File: config.mk
export PLATFORM = sky130hd
export DESIGN_NAME = inst_fetch
export DESIGN_NICKNAME = d
export VERILOG_FILES = /design/src/rtl/inst_fetch.sv
export SDC_FILE = /design/constraint.sdc
export NUM_CORES = 1
export LEC_CHECK = 0
export BUFFER_PORTS_ARGS = -buffer_cell sky130_fd_sc_hd__buf_2
export CAP_MARGIN = 10
export CORE_MARGIN = 5
export CORE_UTILIZATION = 40
export CTS_BUF_LIST = sky130_fd_sc_hd__clkbuf_16
export DETAILED_ROUTE_END_ITERATION = 7
export GPL_TIMING_DRIVEN = 1
export PLACE_DENSITY = 0.77
export RECOVER_POWER = 25
export REMOVE_ABC_BUFFERS = 1
export SLEW_MARGIN = 5
export SYNTH_ARGS = -nofsm -noshare
export SYNTH_HDL_FRONTEND = slang
export SYNTH_SLANG_ARGS = --single-unit
export TNS_END_PERCENT = 20
File: constraint.sdc
create_clock -name clk -period 2.17 [get_ports clk]
set_input_delay 0.3255 -clock clk [delete_from_list [all_inputs] [get_ports clk]]
set_output_delay 0.3255 -clock clk [all_outputs]
set_load 0.02 [all_outputs]
File: src/rtl/inst_fetch.sv
// Instruction fetch stage: one outstanding imem request per PC,
// holds the returned instruction and steers the PC register.
module inst_fetch #(
    parameter int ADDR_WIDTH = 32,
    parameter int DATA_WIDTH = 32,
    parameter int PC_STEP    = 4
) (
    input  logic                  clk,
    input  logic                  rst,
    input  logic [ADDR_WIDTH-1:0] PC,
    output logic [ADDR_WIDTH-1:0] PCNext,
    input  logic                  redirect_valid,
    input  logic [ADDR_WIDTH-1:0] redirect_pc,
    output logic                  imem_req_valid,
    input  logic                  imem_req_ready,
    output logic [ADDR_WIDTH-1:0] imem_req_addr,
    input  logic                  imem_resp_valid,
    input  logic [DATA_WIDTH-1:0] imem_resp_data,
    output logic                  inst_valid,
    input  logic                  inst_ready,
    output logic [DATA_WIDTH-1:0] inst_out,
    output logic [ADDR_WIDTH-1:0] inst_pc
);

    localparam logic [2:0] IDLE  = 3'd0;
    localparam logic [2:0] REQ   = 3'd1;
    localparam logic [2:0] WAIT  = 3'd2;
    localparam logic [2:0] HOLD  = 3'd3;
    localparam logic [2:0] DRAIN = 3'd4;

    logic [2:0] state;
    logic [2:0] state_next;
    logic       resp_take;

    assign imem_req_addr  = PC;
    assign imem_req_valid = (state == REQ);

    // A redirect in WAIT squashes the returning data.
    assign resp_take = (state == WAIT) && imem_resp_valid && !redirect_valid;

    always_comb begin
        PCNext = PC;
        if (redirect_valid) begin
            PCNext = redirect_pc;
        end else if (resp_take) begin
            PCNext = PC + ADDR_WIDTH'(PC_STEP);
        end
    end

    always_comb begin
        state_next = state;
        case (state)
            IDLE: state_next = REQ;
            REQ: begin
                if (imem_req_ready) begin
                    state_next = redirect_valid ? DRAIN : WAIT;
                end
            end
            WAIT: begin
                if (imem_resp_valid) begin
                    state_next = redirect_valid ? REQ : HOLD;
                end else if (redirect_valid) begin
                    state_next = DRAIN;
                end
            end
            HOLD: begin
                if (redirect_valid || inst_ready) begin
                    state_next = REQ;
                end
            end
            DRAIN: begin
                if (imem_resp_valid) begin
                    state_next = REQ;
                end
            end
            default: state_next = IDLE;
        endcase
    end

    always_ff @(posedge clk or negedge rst) begin
        if (!rst) begin
            state      <= IDLE;
            inst_valid <= 1'b0;
            inst_out   <= '0;
            inst_pc    <= '0;
        end else begin
            state      <= state_next;
            inst_valid <= (state_next == HOLD);
            if (resp_take) begin
                inst_out <= imem_resp_data;
                inst_pc  <= PC;
            end
        end
    end

endmodule

==> metrics.md <==
| Metric | Value |
|---|---|
| Ports | `232` |
| # nets final | `739` |
| Total Wirelength | `12800 um` |
| Setup violations, final | `20` |
| Max VDD drop | `0.000897 V` |
| DP HPWL | `10100 um` |
| Layout Skew | `0.00409 ns` |
| Site Rows | `36` |
| GRT overflow | `0` |
| CP cell instances | `nand4bb_4 -> buf_6 -> or3_4 -> or4_1 -> a31oi_2 -> buf_4` |
| Reg clk slew, reported paths | `0.06 ns` |
| Synth Area in Compound Gates | `8.20%` |
| Via-per-instance ratio | `5.18` |
| Synth Flop Type | `dfrtp_1` |
| Post-synth top area share | `43.4%` |
| Share of cells above drive strength 1 | `57.3%` |
| Final Core Density | `61.3%` |
| Avg WL per Cell | `16.5 um` |
| Failing checks | `setup timing` |
| DR vias | `4008` |
| Mapped Avg Cell Area | `10.4 sq um` |
| Starting density of the core | `40.5%` |
| Maxcap violations | `0` |
| Tightest Hold Check Type | `in2reg` |
| Post-synth top cells | `dfrtp_1, mux2_2, buf_4` |
| Simple-Gate Fraction of Synth Area | `16.5%` |
| Slowest-stage cell, CP | `or4_1` |
| Startpoint Class | `flop` |
| Worst-path fanout max | `5` |
| P&R area growth vs syn | `51.2%` |
| Critical path arrival | `2.28 ns` |
| Cell count after synthesis | `379` |
| Status | `finished with violations` |
| Final Hold Viols | `0` |
| Setup TNS | `-6.07 ns` |
| Register bit total from synthesis | `68` |
| Synthesized cell area | `3920 sq um` |
| Fillers | `834` |
| Max-slew headroom | `14.7%` |
| Max stage delay on crit path | `0.49 ns` |
| Tot GR Track Use | `20.5%` |
| RSZ-0062 raised after global routing | `yes` |
| Die W | `109 um` |
| DRC | `0` |
| Number of synthesis warnings | `0` |
| Largest net degree at the start of global routing | `40` |
| Antenna-violating nets left | `0` |
| Final estimated routing congestion in global placement | `0.946` |
| Power density cells | `1060 nW/um^2` |
| Minimum clock period | `2.60 ns` |
| Port bufs | `231` |
| Dominant cell type by area after synthesis | `dfrtp_1` |
| Num CTS Buffers | `9` |
| FF-to-FF Start | `state[0]$_DFF_PN0_` |
| Crit path from | `state[0]$_DFF_PN0_` |
| Adder-Cell Fraction of Synth Area | `0.319%` |
| Post-synthesis cell type count | `41` |
| Hold Worst Slack | `0.230 ns` |
| Synth area leaders | `dfrtp_1, mux2_2, buf_4` |
| Mux cell area share after synthesis | `19.2%` |
| Skew-Pair Late Insertion Delay | `0.33 ns` |
| Final period util | `120%` |
| Fin cells | `774` |
| Largest family of logic cells by synthesized area | `multiplexers` |
| Clock Root Buffer | `clkbuf_16` |
| Required @ worst endpoint | `1.84 ns` |
| Placed insts | `756` |
| Die Height | `109 um` |
| XOR/XNOR share of the synthesized area | `2.68%` |
| First-pass GRT wire length | `19300 um` |
| Antenna Diode Count | `0` |
| Final worst slack | `-0.435 ns` |
| Leak pwr | `0.00291 uW` |
| HP Start | `imem_resp_data[16]` |
| Initial antenna violation count | `0` |
| Core Region | `9680 sq um` |
| Sequential area share after synthesis | `43.4%` |
| CTS tree | `yes` |
| Die Area | `11900 sq um` |
| Achievable Freq | `384 MHz` |
| Most common cell in the synthesized netlist | `dfrtp_1` |
| CP endpoint kind | `output pin` |
| H-tree levels | `3` |
| Post-synth EDFFs | `0` |
| Slew Viols, Final | `0` |
| Max Buffers Root-to-Sink | `2` |
| Clock sink count | `68` |
| Design Power | `6300 uW` |
| DRT iter0 DRCs | `175` |
| Vias in the first global route | `3994` |
| Async set-reset flop share out of synthesis | `100%` |
| DR pass1 iterations | `6` |
| Crit Path Category | `reg2out` |
| Worst Max-Slew Pin Slew | `1.28 ns` |
-- power breakdown --
group	total (uW)	internal (uW)	leakage, uW	switching [uW]
combinational	2690	1120	0.00189	1580
sequential	2150	1860	0.000875	294
clock	1450	894	0.000142	560
total	6300	3870	0.00291	2430
-- critical path, delay by kind of cell (launching register included) --
family          cells  cell delay (ns)
simple gates        3             1.09
flops               1             0.37
buf+inv             2             0.32
compound gates      1             0.17
-- placed cells by master (no fill, tap or decap), types with 2 or more instances in the layout --
cell type   Yosys  final
buf_2           9    181
buf_4          32     77
dfrtp_1        68     68
mux2_2         66     66
clkbuf_1       13     40
nand2_1        23     23
nor2_1         19     18
o21ai_0        19     18
a31oi_1        15     14
nand3_1        11     11
xnor2_1        11     11
clkbuf_16       0      9
inv_1           8      8
nand4_1         8      8
or3_1           9      7
or4_1           8      7
nor4_1         12      6
o31ai_1         6      6
and3_1          4      4
nand4b_1        4      4
nor4_2          0      3
nor4_4          0      3
nand2b_1        2      2
nor2b_1         2      2
a21oi_1         2      2
or2_2           2      2
or3_4           0      2
o41ai_2         0      2
o41ai_4         0      2
nor3_2          0      2
clkinvlp_4      0      2
clkinv_4        0      2
buf_12          0      2
-- cell families after synthesis --
logic type | after synthesis
AOI/OAI and AO/OA | 51
xor gates and xnor gates | 12
adders and majority gates | 1
buffers and inverters | 64
DFF | 68
muxes | 67
and+or+nand+nor | 116
-- layout make-up --
| class | instances | area (sq um) | share of cell area [%] |
|---|---|---|---|
| clock buffer | 9 | 225 | 3.80 |
| clock inverter | 7 | 76.3 | 1.29 |
| multi-input combinational | 247 | 2040 | 34.4 |
| timing repair buffer | 302 | 1700 | 28.6 |
| tap | 133 | 166 | 2.80 |
| inverter | 8 | 30.0 | 0.506 |
| sequential | 68 | 1700 | 28.7 |
-- state kept, by name (all words and copies together) (netlist names) --
name        count
inst_out       32
inst_pc        32
inst_valid      1
state           3
-- per-stage QoR --
stage,cell area [sq um],setup WS (ns)
floorplan,3570,-2.16
global placement,5450,-0.262
detailed placement,5450,-0.306
CTS,5880,-0.463
global route,5930,-0.550
finish,5930,-0.435
-- metal layers --
| metal | track usage, % | up-vias | routed length, um |
|---|---|---|---|
| li1 | - | 1870 | - |
| met1 | 23.5 | 1914 | 4890 |
| met2 | 36.0 | 192 | 6420 |
| met3 | 5.33 | 32 | 1060 |
| met4 | 8.93 | 0 | 435 |
| met5 | 0 | - | 0 |
-- final timing paths --
path                                                 end  slack, ns  depth (start not counted)
worst min-delay path            inst_out[16]$_DFFE_PN0P_       0.23                          2
worst max register to register   inst_out[2]$_DFFE_PN0P_       0.37                          6
worst min register to register   inst_out[7]$_DFFE_PN0P_       0.50                          1
max in group asynchronous        inst_pc[26]$_DFFE_PN0P_       0.38                          3
min in group asynchronous        inst_pc[11]$_DFFE_PN0P_       0.81                          2
worst max-delay path                          PCNext[21]      -0.43                          6
-- timing repair --
item,4_1_cts,5_1_grt
resized for setup,21,19
hold endpoints to repair,20,0
buffers inserted,1,0
endpoints found under the setup margin,26,28
hold buffers,1,0
pin swaps,9,5
Note: power is estimated with default switching activity, not from simulation.
